===== config.mk =====
export PLATFORM = sky130hd
export DESIGN_NAME = pmem_arbiter
export DESIGN_NICKNAME = d
export VERILOG_FILES = /design/src/rtl/pmem_arbiter.sv
export SDC_FILE = /design/constraint.sdc
export NUM_CORES = 1
export LEC_CHECK = 0
export ABC_AREA = 1
export CAP_MARGIN = 20
export CORE_MARGIN = 8
export CORE_UTILIZATION = 45
export CTS_CLUSTER_SIZE = 30
export DETAILED_ROUTE_END_ITERATION = 7
export GPL_TIMING_DRIVEN = 1
export PLACE_DENSITY = 0.83
export SLEW_MARGIN = 10
export SYNTH_ARGS = -nofsm -noshare
export SYNTH_HDL_FRONTEND = slang
export SYNTH_SLANG_ARGS = --single-unit

===== constraint.sdc =====
create_clock -name clk -period 2.16 [get_ports clk]
set_input_delay 0.324 -clock clk [delete_from_list [all_inputs] [get_ports clk]]
set_output_delay 0.324 -clock clk [all_outputs]
set_load 0.02 [all_outputs]

===== src/rtl/pmem_arbiter.sv =====
// Two-master arbiter (instruction fetch and load/store) in front of a single
// physical-memory port. One request is outstanding at a time; conflicts are
// resolved by alternating between the two masters.
module pmem_arbiter #(
  parameter int unsigned ADDR_WIDTH = 32,
  parameter int unsigned DATA_WIDTH = 32
) (
  input  logic                    clk,
  input  logic                    rst_n,
  // instruction-fetch port
  input  logic                    ifu_req_valid_i,
  output logic                    ifu_req_ready_o,
  input  logic [ADDR_WIDTH-1:0]   ifu_addr_i,
  output logic                    ifu_rsp_valid_o,
  output logic [DATA_WIDTH-1:0]   ifu_rdata_o,
  // load/store port
  input  logic                    lsu_req_valid_i,
  output logic                    lsu_req_ready_o,
  input  logic [ADDR_WIDTH-1:0]   lsu_addr_i,
  input  logic                    lsu_wen_i,
  input  logic [DATA_WIDTH-1:0]   lsu_wdata_i,
  input  logic [DATA_WIDTH/8-1:0] lsu_wmask_i,
  output logic                    lsu_rsp_valid_o,
  output logic [DATA_WIDTH-1:0]   lsu_rdata_o,
  // physical-memory port
  output logic                    mem_req_valid_o,
  input  logic                    mem_req_ready_i,
  output logic [ADDR_WIDTH-1:0]   mem_addr_o,
  output logic                    mem_wen_o,
  output logic [DATA_WIDTH-1:0]   mem_wdata_o,
  output logic [DATA_WIDTH/8-1:0] mem_wmask_o,
  input  logic                    mem_rsp_valid_i,
  input  logic [DATA_WIDTH-1:0]   mem_rdata_i
);

  localparam int unsigned MASK_WIDTH = DATA_WIDTH / 8;

  typedef enum logic [1:0] {
    S_IDLE,
    S_REQ,
    S_WAIT_RSP
  } state_e;

  typedef enum logic {
    OWN_IFU,
    OWN_LSU
  } owner_e;

  state_e                  state_q, state_d;
  owner_e                  owner_q, owner_d;
  owner_e                  last_grant_q, last_grant_d;

  logic                    mem_req_valid_q, mem_req_valid_d;
  logic                    mem_wen_q, mem_wen_d;
  logic [ADDR_WIDTH-1:0]   addr_q, addr_d;
  logic [DATA_WIDTH-1:0]   wdata_q, wdata_d;
  logic [MASK_WIDTH-1:0]   wmask_q, wmask_d;

  logic                    ifu_rsp_valid_q, ifu_rsp_valid_d;
  logic                    lsu_rsp_valid_q, lsu_rsp_valid_d;
  logic [DATA_WIDTH-1:0]   ifu_rdata_q, ifu_rdata_d;
  logic [DATA_WIDTH-1:0]   lsu_rdata_q, lsu_rdata_d;

  logic                    grant_ifu;
  logic                    grant_lsu;

  // Pick at most one valid requester while idle; on conflict the master that
  // did not win last time goes first.
  always_comb begin
    grant_ifu = 1'b0;
    grant_lsu = 1'b0;
    if (state_q == S_IDLE) begin
      if (ifu_req_valid_i && lsu_req_valid_i) begin
        if (last_grant_q == OWN_LSU) begin
          grant_ifu = 1'b1;
        end else begin
          grant_lsu = 1'b1;
        end
      end else begin
        grant_ifu = ifu_req_valid_i;
        grant_lsu = lsu_req_valid_i;
      end
    end
  end

  assign ifu_req_ready_o = grant_ifu;
  assign lsu_req_ready_o = grant_lsu;

  // Next-state and registered-output computation for the transaction FSM.
  // mem_req_valid/mem_wen are computed from the next state so that they are
  // plain flops that are high exactly while the FSM sits in REQ.
  always_comb begin
    state_d         = state_q;
    owner_d         = owner_q;
    last_grant_d    = last_grant_q;
    mem_req_valid_d = mem_req_valid_q;
    mem_wen_d       = mem_wen_q;
    addr_d          = addr_q;
    wdata_d         = wdata_q;
    wmask_d         = wmask_q;
    ifu_rsp_valid_d = 1'b0;
    lsu_rsp_valid_d = 1'b0;
    ifu_rdata_d     = ifu_rdata_q;
    lsu_rdata_d     = lsu_rdata_q;

    case (state_q)
      S_IDLE: begin
        if (grant_ifu) begin
          addr_d          = ifu_addr_i;
          wdata_d         = '0;
          wmask_d         = '0;
          mem_wen_d       = 1'b0;
          owner_d         = OWN_IFU;
          last_grant_d    = OWN_IFU;
          mem_req_valid_d = 1'b1;
          state_d         = S_REQ;
        end else if (grant_lsu) begin
          addr_d          = lsu_addr_i;
          wdata_d         = lsu_wdata_i;
          wmask_d         = lsu_wmask_i;
          mem_wen_d       = lsu_wen_i;
          owner_d         = OWN_LSU;
          last_grant_d    = OWN_LSU;
          mem_req_valid_d = 1'b1;
          state_d         = S_REQ;
        end
      end

      S_REQ: begin
        // A response strobe arriving here (even with ready) is not ours yet.
        if (mem_req_ready_i) begin
          mem_req_valid_d = 1'b0;
          mem_wen_d       = 1'b0;
          state_d         = S_WAIT_RSP;
        end
      end

      S_WAIT_RSP: begin
        if (mem_rsp_valid_i) begin
          if (owner_q == OWN_IFU) begin
            ifu_rsp_valid_d = 1'b1;
            ifu_rdata_d     = mem_rdata_i;
          end else begin
            lsu_rsp_valid_d = 1'b1;
            lsu_rdata_d     = mem_rdata_i;
          end
          state_d = S_IDLE;
        end
      end

      default: begin
        mem_req_valid_d = 1'b0;
        mem_wen_d       = 1'b0;
        state_d         = S_IDLE;
      end
    endcase
  end

  // State and output registers; reset abandons any transaction in flight.
  always_ff @(posedge clk or negedge rst_n) begin
    if (!rst_n) begin
      state_q         <= S_IDLE;
      owner_q         <= OWN_IFU;
      last_grant_q    <= OWN_LSU;
      mem_req_valid_q <= 1'b0;
      mem_wen_q       <= 1'b0;
      addr_q          <= '0;
      wdata_q         <= '0;
      wmask_q         <= '0;
      ifu_rsp_valid_q <= 1'b0;
      lsu_rsp_valid_q <= 1'b0;
      ifu_rdata_q     <= '0;
      lsu_rdata_q     <= '0;
    end else begin
      state_q         <= state_d;
      owner_q         <= owner_d;
      last_grant_q    <= last_grant_d;
      mem_req_valid_q <= mem_req_valid_d;
      mem_wen_q       <= mem_wen_d;
      addr_q          <= addr_d;
      wdata_q         <= wdata_d;
      wmask_q         <= wmask_d;
      ifu_rsp_valid_q <= ifu_rsp_valid_d;
      lsu_rsp_valid_q <= lsu_rsp_valid_d;
      ifu_rdata_q     <= ifu_rdata_d;
      lsu_rdata_q     <= lsu_rdata_d;
    end
  end

  assign mem_req_valid_o = mem_req_valid_q;
  assign mem_wen_o       = mem_wen_q;
  assign mem_addr_o      = addr_q;
  assign mem_wdata_o     = wdata_q;
  assign mem_wmask_o     = wmask_q;

  assign ifu_rsp_valid_o = ifu_rsp_valid_q;
  assign ifu_rdata_o     = ifu_rdata_q;
  assign lsu_rsp_valid_o = lsu_rsp_valid_q;
  assign lsu_rdata_o     = lsu_rdata_q;

endmodule


==> impl_results.md, run 1 <==
- Yosys top cell area share: 0.587
- Post-DP HPWL: between 10000 and 15000 µm
- Post-layout net count: about 1100
- Sequential fraction of the synthesis area: 0.592
- Clock-pin slew on the worst setup and hold paths: 60 ps
- Syn_nets: between 800 and 900
- Rows: between 40 and 50
- Hold crit path type: in -> reg
- Via count: 5635
- Die area: 17100 µm²
- Worst-skew pair later-pin latency: slightly above 400 ps
- Core Area: around 13000 µm²
- Multi-input gate area in the final layout: 1830 µm²
- #FFs+latches synth: 140
- Leading area contributor after synthesis: dfrtp_1
- Final hold violation count: 0
- # DRC: 0
- Post-CTS setup buffers: 0
- Initial Utilization: 0.454
- CTS max path bufs: 2
- Dpl cell area: 8910 µm²
- Status: finished, final reports clean
- Congestion Overflow GR: 0
- Routed Wire Length: 19100 µm
- Post-Syn Instances: around 710
- Initial antenna violation count: 1
- Antenna Violating Nets Remaining: 0
- Crit path kind: reg -> out
- I/O Pins: between 200 and 300
- RSZ-0062 raised after global routing: false
- Crit path required time: roughly 1800 ps
- Leading cell type in the layout, fill and taps excluded: nand2_1
- Setup-failing EPs final: 0
- Largest net degree at the start of global routing: 66
- Die height: between 100 and 150 µm
- ANT cells: 0
- YS warnings: 0
- Fin Setup TNS: 0 ps
- CTS root buf: clkbuf_16
- Top cells by area, synth: dfrtp_1 59%, nand2_1 17%, inv_1 6.6%, o21ai_0 5.7%, nand4_1 3.5%
- Vias in the first global route: between 5000 and 6000
- CP max FO: 6
- Peak VDD IR: about 970 µV
- DRT Pass-1 Iters: 5
- Period utilisation layout: 0.913
- Buffers on Ports: about 280
- Vias per cell: around 4.8
- Worst slew pin tran: between 500 and 600 ps
- Yosys cell types: 18
- Post-route minimum period: 1970 ps
- First-pass GRT wire length: a little under 30000 µm
- GPL Wtd Cong: 0.833
- Slew margin rel.: 0.625
- CTS buffer count: 17
- Endpoint class of the critical path: output pin
- Die span in x: about 130 µm
- Initial DRC count: just over 400
- Post-Syn Area: 5920 µm²
- Fillers: 972
- Commonest non-fill, non-tap cells in the layout: 276 x nand2_1, 273 x clkdlybuf4s50_1, 139 x dfrtp_1
- Syn avg cell area: 8.36 µm²
- Global Route Usage Sum: 0.222
- Final instance area: approximately 9500 µm²
- Max Cap Viol: 0
- Syn-to-layout area delta: 60.6%
- Register area: 3500 µm²
- WL/cell: roughly 16 µm
- Slew Viols, Final: 0
- Crit path DAT: roughly 1700 ps
- Layout cells sized above 1: 0.0575
- TritonCTS clock tree: done
- CTS Sinks: 140
- Pwr per Cell Area: 1510 nW/µm²
- H-tree level count: 4
- Max Fclk: approximately 0.51 GHz
- Pleak: approximately 4.8 nW
- Setup crit start kind: flip-flop
- Skew final: 6.72 ps
## state kept, by name (all words and copies together), names as in the netlist
signal           cells
state_q              2
ifu_rdata_o         32
lsu_rsp_valid_o      1
lsu_rdata_o         32
owner_q              1
mem_req_valid_o      1
mem_wdata_o         32
mem_wmask_o          4
mem_wen_o            1
last_grant_q         1
ifu_rsp_valid_o      1
mem_addr_o          32
## path summary, 6_finish.rpt
check	startpoint	end	slack (ps)	depth (start not counted)
worst min-delay path	lsu_wdata_i[16]	mem_wdata_o[16]	440	3
worst min register to register	mem_wdata_o[2]	mem_wdata_o[2]	470	2
max in group asynchronous	rst_n	ifu_rdata_o[3]	1020	3
min in group asynchronous	rst_n	mem_wdata_o[1]	460	2
worst max register to register	state_q[0]	mem_wdata_o[7]	470	8
worst max-delay path	state_q[0]	lsu_req_ready_o	190	4
## report_power, final
part | total [W] | leakage [nW] | switching, W | internal, W
Combinational | 0.00695 | 2.77 | 0.00390 | 0.00305
Sequential | 0.00454 | 1.77 | 0.000678 | 0.00386
Clock | 0.00289 | 0.285 | 0.00106 | 0.00183
Total | 0.0144 | 4.82 | 0.00564 | 0.00873
## critical path: stages, from the launching register on
cell	delay (ps)
dfrtp_1	450
nor2_4	210
nand3_2	150
inv_2	80
dlygate4sd2_1	330
## Yosys cell counts
cell type	number
a21oi_1	1
nand3_2	2
nor2_4	1
o31ai_1	1
dfrtp_1	139
o21ai_0	68
inv_1	104
inv_2	2
nand2_1	276
clkbuf_2	4
buf_2	25
dfstp_2	1
clkbuf_1	11
nand3_1	36
nand2_2	1
nor2_1	1
nand4_1	33
buf_4	2
## metal layers
| metal | vias up | global-route usage | wire length (µm) |
|---|---|---|---|
| met4 | 2 | 0.0932 | 543 |
| li1 | 2729 | - | - |
| met2 | 219 | 0.375 | 9670 |
| met5 | - | 0 | 15 |
| met3 | 37 | 0.0666 | 1530 |
| met1 | 2648 | 0.258 | 7320 |
## metrics by stage
stage | total power [W] | hold WS [ps] | setup WS [ps] | std cells | util
after floorplan | 0.00792 | 28.4 | 575 | 708 | -
after global placement | 0.0113 | 344 | 132 | 1136 | 0.684
after detailed placement | 0.0115 | 343 | 139 | 1136 | 0.684
after CTS | 0.0145 | 431 | 181 | 1167 | 0.730
after global routing | 0.0152 | 453 | 125 | 1167 | 0.730
final | 0.0144 | 445 | 189 | 1167 | 0.730
## cell families after synthesis
kind of cell,after synthesis,synth area share
flops,140,0.592
simple gates,350,0.247
compound gates,70,0.0596
buf+inv,148,0.101
## cell type report
cell class | instances | share of cell area
inverters | 106 | 0.0418
well taps | 176 | 0.0232
repair buffers | 295 | 0.312
flip-flops and latches | 140 | 0.369
clock buffers | 19 | 0.0466
clock inverters | 11 | 0.0154
multi-input cells | 420 | 0.192
## repair_timing
item                                    4_1_cts  5_1_grt
endpoints found under the hold margin        56        0
endpoints found under the setup margin        2        0
hold buffers                                  1        0
gates resized for setup                       2        0
(Power assumes the default switching activity.)
==> run 2, diff against run 1 <==
--- a/config.mk
+++ b/config.mk
@@ -5,14 +5,15 @@
 export SDC_FILE = /design/constraint.sdc
 export NUM_CORES = 1
 export LEC_CHECK = 0
-export ABC_AREA = 1
+export ABC_CLOCK_PERIOD_IN_PS = 2160
 export CAP_MARGIN = 20
 export CORE_MARGIN = 8
-export CORE_UTILIZATION = 45
+export CORE_UTILIZATION = 44
+export CTS_BUF_LIST = sky130_fd_sc_hd__clkbuf_16
 export CTS_CLUSTER_SIZE = 30
 export DETAILED_ROUTE_END_ITERATION = 7
 export GPL_TIMING_DRIVEN = 1
-export PLACE_DENSITY = 0.83
+export PLACE_DENSITY = 0.81
 export SLEW_MARGIN = 10
 export SYNTH_ARGS = -nofsm -noshare
 export SYNTH_HDL_FRONTEND = slang
==> run 2 against run 1 <==
  * Final area down 0.46%
  * Largest power group unchanged
  * Sequential cell count unchanged
  * Utilization down 0.63 points
  * Wire length down 6.5%
  * Synthesized cell count down 39%
  * Sequential power down 0.9%
  * Largest cell class unchanged
  * Power up 1.7%
  * Global-route usage down 1.5 points
  * Via count down 17%
  * Combinational power up 1%
  * Die area up 0.87%
==> impl_results.md, run 2 <==
- Pleak: 4.05 nW (was 4.82 nW)
- Worst slew pin tran: 530 ps (was 563 ps)
- Vias per cell: 5.24 (was 4.83)
- Peak VDD IR: 726 µV (was 965 µV)
- Initial Utilization: 0.447 (was 0.454)
- RSZ-0062 raised after global routing: false (unchanged)
- Antenna Violating Nets Remaining: 0 (unchanged)
- Congestion Overflow GR: 0 (unchanged)
- # DRC: 0 (unchanged)
- Die span in x: 131 µm (about the same)
- Fillers: 854 (was 972)
- Hold crit path type: in -> async (was in -> reg)
- CTS root buf: clkbuf_16 (unchanged)
- Yosys top cell area share: 0.595 (was 0.587)
- Post-Syn Instances: 429 (was 708)
- CP max stage cell: or3b_1 (was dfrtp_1)
- Worst path max stage delay: 440 ps (was 450 ps)
- Via count: 4671 (was 5635)
- Syn-to-layout area delta: 61.9% (was 60.6%)
- Critical R2R Capture: mem_addr_o[0] (was mem_wdata_o[7])
- GPL Wtd Cong: 0.824 (was 0.833)
- CTS max path bufs: 2 (unchanged)
- Synth async-reset ratio: 1.00 (unchanged)
- Initial antenna violation count: 0 (was 1)
- Pwr per Cell Area: 1540 nW/µm² (was 1510 nW/µm²)
- First-pass GRT wire length: 28600 µm (was 29100 µm)
- Commonest non-fill, non-tap cells in the layout: 273 x clkdlybuf4s50_1, 139 x dfrtp_1, 64 x mux2_2 (was 276 x nand2_1, 273 x clkdlybuf4s50_1, 139 x dfrtp_1)
- Final hold violation count: 0 (unchanged)
- Post-Syn Area: 5850 µm² (was 5920 µm²)
- CP max FO: 2 (was 6)
- Period utilisation layout: 0.965 (was 0.913)
- Buffers on Ports: 276 (unchanged)
- Dpl cell area: 8810 µm² (was 8910 µm²)
- H-tree level count: 4 (unchanged)
- Post-layout net count: 843 (was 1119)
- #FFs+latches synth: 140 (unchanged)
- Crit path DAT: 1760 ps (was 1650 ps)
- Max Fclk: 0.480 GHz (was 0.507 GHz)
- CTS buffer count: 17 (unchanged)
- Syn_nets: 568 (was 847)
- Register area: 3500 µm² (unchanged)
- Critical path buffer and inverter count: 1 (was 2)
- Number of flops mapped to enable cells by yosys: 0 (unchanged)
- Post-route minimum period: 2080 ps (was 1970 ps)
- Leading area contributor after synthesis: dfrtp_1 (unchanged)
- Layout cells sized above 1: 0.200 (was 0.0575)
- DRT Pass-1 Iters: 7 (was 5)
- YS warnings: 0 (unchanged)
- Final instance area: 9460 µm² (was 9510 µm²)
- Crit path cell chain: or3b_1 -> a21oi_4 -> dlygate4sd2_1 (was nor2_4 -> nand3_2 -> inv_2 -> dlygate4sd2_1)
- Crit path kind: reg -> out (unchanged)
- Pwr Total: 0.0146 W (was 0.0144 W)
- Max Cap Viol: 0 (unchanged)
- Leading cell type in the layout, fill and taps excluded: clkdlybuf4s50_1 (was nand2_1)
- Yosys cell types: 28 (was 18)
- RR Startpoint: state_q[0] (unchanged)
- Worst-skew pair later-pin latency: 410 ps (about the same)
- Crit path required time: 1840 ps (about the same)
- Largest net degree at the start of global routing: 56 (was 66)
- Primary FF master, synth: dfrtp_1 (unchanged)
- Core Area: 13100 µm² (was 13000 µm²)
- Syn avg cell area: 13.6 µm² (was 8.36 µm²)
- ANT cells: 0 (unchanged)
- Endpoint class of the critical path: output pin (unchanged)
- Rows: 42 (unchanged)
- Setup crit start kind: flip-flop (unchanged)
- Die area: 17200 µm² (was 17100 µm²)
- Die height: 131 µm (about the same)
- Vias in the first global route: 5158 (was 5621)
- Final WS setup: 76.0 ps (was 189 ps)
- Routed Wire Length: 17800 µm (was 19100 µm)
- Status: finished, final reports clean (unchanged)
- Global Route Usage Sum: 0.207 (was 0.222)
- I/O Pins: 277 (unchanged)
- Skew final: 10.8 ps (was 6.72 ps)
- R2R setup slack: 440 ps (was 470 ps)
- Initial DRC count: 249 (was 415)
- Kind of cell adding the most delay to the critical path: simple AND/OR/NAND/NOR gates (was flip-flops)
- Fin Setup TNS: 0 ps (unchanged)
- Top cells by area, synth: dfrtp_1 59%, mux2_2 12%, o311ai_2 7.5%, a22o_1 5.4%, o21ai_0 2.9% (was dfrtp_1 59%, nand2_1 17%, inv_1 6.6%, o21ai_0 5.7%, nand4_1 3.5%)
- CP startpoint: state_q[0] (unchanged)
- Sequential fraction of the synthesis area: 0.599 (was 0.592)
- Count leader, synth: dfrtp_1 (was nand2_1)
- Post-synth top cells: 139 x dfrtp_1, 64 x mux2_2, 36 x a22o_1 (was 276 x nand2_1, 139 x dfrtp_1, 104 x inv_1)
- Setup-failing EPs final: 0 (unchanged)
- TritonCTS clock tree: done (unchanged)
- Multi-input gate area in the final layout: 2030 µm² (was 1830 µm²)
- Clock-pin slew on the worst setup and hold paths: 50 ps (was 60 ps)
- Slew margin rel.: 0.647 (was 0.625)
- Post-DP HPWL: 13200 µm (was 13900 µm)
- Slew Viols, Final: 0 (unchanged)
- CTS Sinks: 140 (unchanged)
- R2R cell count: 5 (was 8)
- DP Worst Slack: -172 ps (was 139 ps)
- WL/cell: 20.0 µm (was 16.4 µm)
## run 2: cell count changes after synthesis, moves of 19 or more
cell      before  now
nand2_1      276    4
o311ai_2       0   27
inv_1        104   33
nand4_1       33    0
o21ai_0       68   34
mux2_2         0   64
buf_2         25    6
a22o_1         0   36
## run 2: routing by layer
layer | wire [µm] | GRT usage | vias to the layer above
li1 | - | - | 2113
met1 | 7340 | 0.249 | 2302
met2 | 8550 | 0.329 | 225
met3 | 1560 | 0.0865 | 31
met4 | 405 | 0.0702 | 0
met5 | 0 | 0 | -
## run 2: cell families (layout without fill, tap and decap cells)
family	count (synthesis)	after routing	synth area share
multiplexers	65	65	0.125
flip-flops	140	140	0.599
AND/OR/NAND/NOR	49	49	0.0479
AO/OA/AOI/OAI	106	106	0.172
buffers and inverters	69	356	0.0559
## run 2: power by group
group,switching (W),leakage (nW),internal (W)
clock,0.00107,0.309,0.00203
sequential,0.000662,1.74,0.00383
combinational,0.00354,2.00,0.00348
## run 2: worst max-delay path by stage
stage          slack, ps  depth (start not counted)               to
3_5_place_dp        -170                          4  lsu_req_ready_o
5_1_grt               20                          3  lsu_req_ready_o
6_report              80                          3  lsu_req_ready_o
3_3_place_gp        -170                          4  lsu_req_ready_o
4_1_cts               70                          3  lsu_req_ready_o
2_1_floorplan        560                          5  ifu_req_ready_o
## run 2: worst reg2reg max path, stage by stage, from the launching register on
cell      delay [ps]
dfrtp_1          380
buf_4            170
nor3b_4          190
and2_2           190
buf_4            440
o311ai_0         200
## run 2: per-stage QoR
stage               cells  hold WS, ps   util
finish                892          443  0.723
global route          892          473  0.723
CTS                   891          444  0.722
detailed placement    859          302  0.674
global placement      859          293  0.674
floorplan             429         28.4      -
## run 2: area by class of cell
| type | count | area share |
|---|---|---|
| timing repair buffer | 292 | 0.312 |
| tap | 176 | 0.0233 |
| sequential | 140 | 0.370 |
| clock buffer | 17 | 0.0449 |
| multi-input combinational | 220 | 0.215 |
| clock inverter | 14 | 0.0213 |
| inverter | 33 | 0.0131 |
## run 2: timing repair
| item | in CTS | in global routing |
|---|---|---|
| hold buffers | 1 | 0 |
| setup buffers | 0 | 0 |
| setup endpoints to repair | 2 | 0 |
| resized for setup | 2 | 0 |
| endpoints found under the hold margin | 47 | 0 |
==> run 3, diff against run 2 <==
--- a/config.mk
+++ b/config.mk
@@ -7,13 +7,15 @@
 export LEC_CHECK = 0
 export ABC_CLOCK_PERIOD_IN_PS = 2160
 export CAP_MARGIN = 20
+export CELL_PAD_IN_SITES_DETAIL_PLACEMENT = 0
+export CELL_PAD_IN_SITES_GLOBAL_PLACEMENT = 2
 export CORE_MARGIN = 8
-export CORE_UTILIZATION = 44
+export CORE_UTILIZATION = 27
 export CTS_BUF_LIST = sky130_fd_sc_hd__clkbuf_16
 export CTS_CLUSTER_SIZE = 30
 export DETAILED_ROUTE_END_ITERATION = 7
 export GPL_TIMING_DRIVEN = 1
-export PLACE_DENSITY = 0.81
+export PLACE_DENSITY = 0.8
 export SLEW_MARGIN = 10
 export SYNTH_ARGS = -nofsm -noshare
 export SYNTH_HDL_FRONTEND = slang
==> run 3 against run 2 <==
  * Combinational power grew 0.7%
  * Critical endpoint unchanged
  * Power shrank 2.2%
  * Sequential power is essentially flat
  * Clock skew shrank 2.4 ps
  * Count of clock-buffer cells in the layout is the same
  * Sequential cell count is the same
  * Clock power shrank 12%
  * Global-route usage shrank 6.2 points
  * Largest power group unchanged
  * Register-to-register slack is essentially flat
==> impl_results.md, run 3 (synthesized netlist as in run 2, its figures left out) <==
- Core Area: 21600 µm² (was 13100 µm²)
- Leading cell type in the layout, fill and taps excluded: clkdlybuf4s50_1 (unchanged)
- Antenna Violating Nets Remaining: 0 (unchanged)
- GPL Wtd Cong: 0.734 (was 0.824)
- Post-DP HPWL: 14500 µm (was 13200 µm)
- Post-route minimum period: 2080 ps (about the same)
- CTS Sinks: 140 (unchanged)
- Layout cells sized above 1: 0.207 (was 0.200)
- Slew margin rel.: 0.616 (was 0.647)
- Initial Utilization: 0.271 (was 0.447)
- Clock-pin slew on the worst setup and hold paths: 60 ps (was 50 ps)
- Period utilisation layout: 0.964 (was 0.965)
- Congestion Overflow GR: 0 (unchanged)
- Status: finished, final reports clean (unchanged)
- WL/cell: 19.5 µm (was 20.0 µm)
- Worst slew pin tran: 575 ps (was 530 ps)
- Crit path DAT: 1760 ps (about the same)
- Max Cap Viol: 0 (unchanged)
- Die span in x: 163 µm (was 131 µm)
- Commonest non-fill, non-tap cells in the layout: 273 x clkdlybuf4s50_1, 139 x dfrtp_1, 64 x mux2_2 (unchanged)
- # DRC: 0 (unchanged)
- Die height: 163 µm (was 131 µm)
- Kind of cell adding the most delay to the critical path: simple AND/OR/NAND/NOR gates (unchanged)
- CP max stage cell: or3b_1 (unchanged)
- Skew final: 8.38 ps (was 10.8 ps)
- Crit path cell chain: or3b_1 -> a21oi_4 -> dlygate4sd2_1 (unchanged)
- Crit path kind: reg -> out (unchanged)
- CTS buffer count: 17 (unchanged)
- Final hold violation count: 0 (unchanged)
- Pleak: 4.01 nW (was 4.05 nW)
- Setup-failing EPs final: 0 (unchanged)
- Part of the power in registers: 0.314 (was 0.308)
- Combinational Power Share: 0.495 (was 0.481)
- Via count: 4673 (was 4671)
- Buffers on Ports: 276 (unchanged)
- ANT cells: 0 (unchanged)
- NetSw: 0.00546 W (was 0.00527 W)
- Global Route Usage Sum: 0.145 (was 0.207)
- Pwr Total: 0.0143 W (was 0.0146 W)
- Critical path buffer and inverter count: 1 (unchanged)
- Routed Wire Length: 19500 µm (was 17800 µm)
- Sw frac: 0.381 (was 0.361)
- Post-layout net count: 845 (was 843)
- Largest net degree at the start of global routing: 72 (was 56)
- CP max FO: 2 (unchanged)
- Crit path required time: 1840 ps (about the same)
- DRT Pass-1 Iters: 4 (was 7)
- Initial DRC count: 200 (was 249)
- Hold crit path type: in -> async (unchanged)
- Worst path max stage delay: 440 ps (about the same)
- Post-CTS setup buffers: 0 (unchanged)
- Pwr per Cell Area: 1500 nW/µm² (was 1540 nW/µm²)
- Endpoint class of the critical path: output pin (unchanged)
- Int Pwr: 0.00885 W (was 0.00935 W)
- I/O Pins: 277 (unchanged)
- Layout Utilization: 0.443 (was 0.723)
- Slew Viols, Final: 0 (unchanged)
- Fillers: 1989 (was 854)
- CTS root buf: clkbuf_16 (unchanged)
- Max Fclk: 0.480 GHz (about the same)
- Syn-to-layout area delta: 63.3% (was 61.9%)
- Worst-skew pair later-pin latency: 420 ps (was 410 ps)
- Die area: 26600 µm² (was 17200 µm²)
- Peak VDD IR: 496 µV (was 726 µV)
- Rows: 54 (was 42)
- TritonCTS clock tree: done (unchanged)
- Clock power share: 0.191 (was 0.212)
- Vias per cell: 4.68 (was 5.24)
- CTS max path bufs: 2 (unchanged)
- Vias in the first global route: 5100 (was 5158)
- RSZ-0062 raised after global routing: false (unchanged)
- H-tree level count: 4 (unchanged)
- Initial antenna violation count: 1 (was 0)
- First-pass GRT wire length: 30300 µm (was 28600 µm)
- Setup crit start kind: flip-flop (unchanged)
run 3: final timing paths:
| kind | from | to | slack, ps | cells past startpoint |
|---|---|---|---|---|
| worst max-delay path | state_q[0] | lsu_req_ready_o | 80 | 3 |
| min in group clk | mem_req_valid_o | mem_req_valid_o | 490 | 2 |
| worst max register to register | state_q[0] | ifu_rdata_o[23] | 450 | 5 |
| worst min-delay path | rst_n | lsu_rdata_o[10] | 420 | 2 |
| max in group asynchronous | rst_n | last_grant_q | 990 | 3 |
| worst min register to register | mem_req_valid_o | mem_req_valid_o | 490 | 2 |
run 3: power groups by stage:
stage	logic [W]	registers, W	clock network (W)
after detailed placement	0.00721	0.00454	0
after global routing	0.00755	0.00466	0.00294
after CTS	0.00723	0.00451	0.00283
after floorplan	0.00235	0.00585	0
after global placement	0.00711	0.00449	0
final	0.00708	0.00449	0.00273
run 3: timing repair:
action                     in CTS  in global routing
hold endpoints to repair       49                  0
hold buffers                    1                  0
gates resized for setup         1                  0
setup endpoints to repair       1                  0
run 3: area by class of cell:
type                            instances  area [µm²]  area share
Multi-Input combinational cell        220        2030       0.213
Tap cell                              280         350      0.0367
Inverter                               33         124      0.0130
Clock buffer                           17         425      0.0446
Timing Repair Buffer                  294        2980       0.312
Sequential cell                       140        3500       0.367
Clock inverter                         15         129      0.0135
run 3: routing by layer:
layer / share of wire / vias up / global-route usage
met1: 0.43 / 2303 / 0.183
met5: 0.00067 / - / 0
li1: - / 2122 / -
met4: 0.015 / 2 / 0.0421
met3: 0.10 / 23 / 0.0620
met2: 0.45 / 223 / 0.223
run 3: stage by stage:
stage                     hold WS, ps  setup TNS (ps)  std cells  setup WS [ps]  cell area [µm²]
final                             421               0        999           78.2             9550
after global routing              445               0        999           31.9             9550
after CTS                         432               0        999           48.8             9550
after detailed placement          307            -204        966           -204             8980
after global placement            301           -5700        965           -192             8970
after floorplan                  28.4               0        429            557             5850
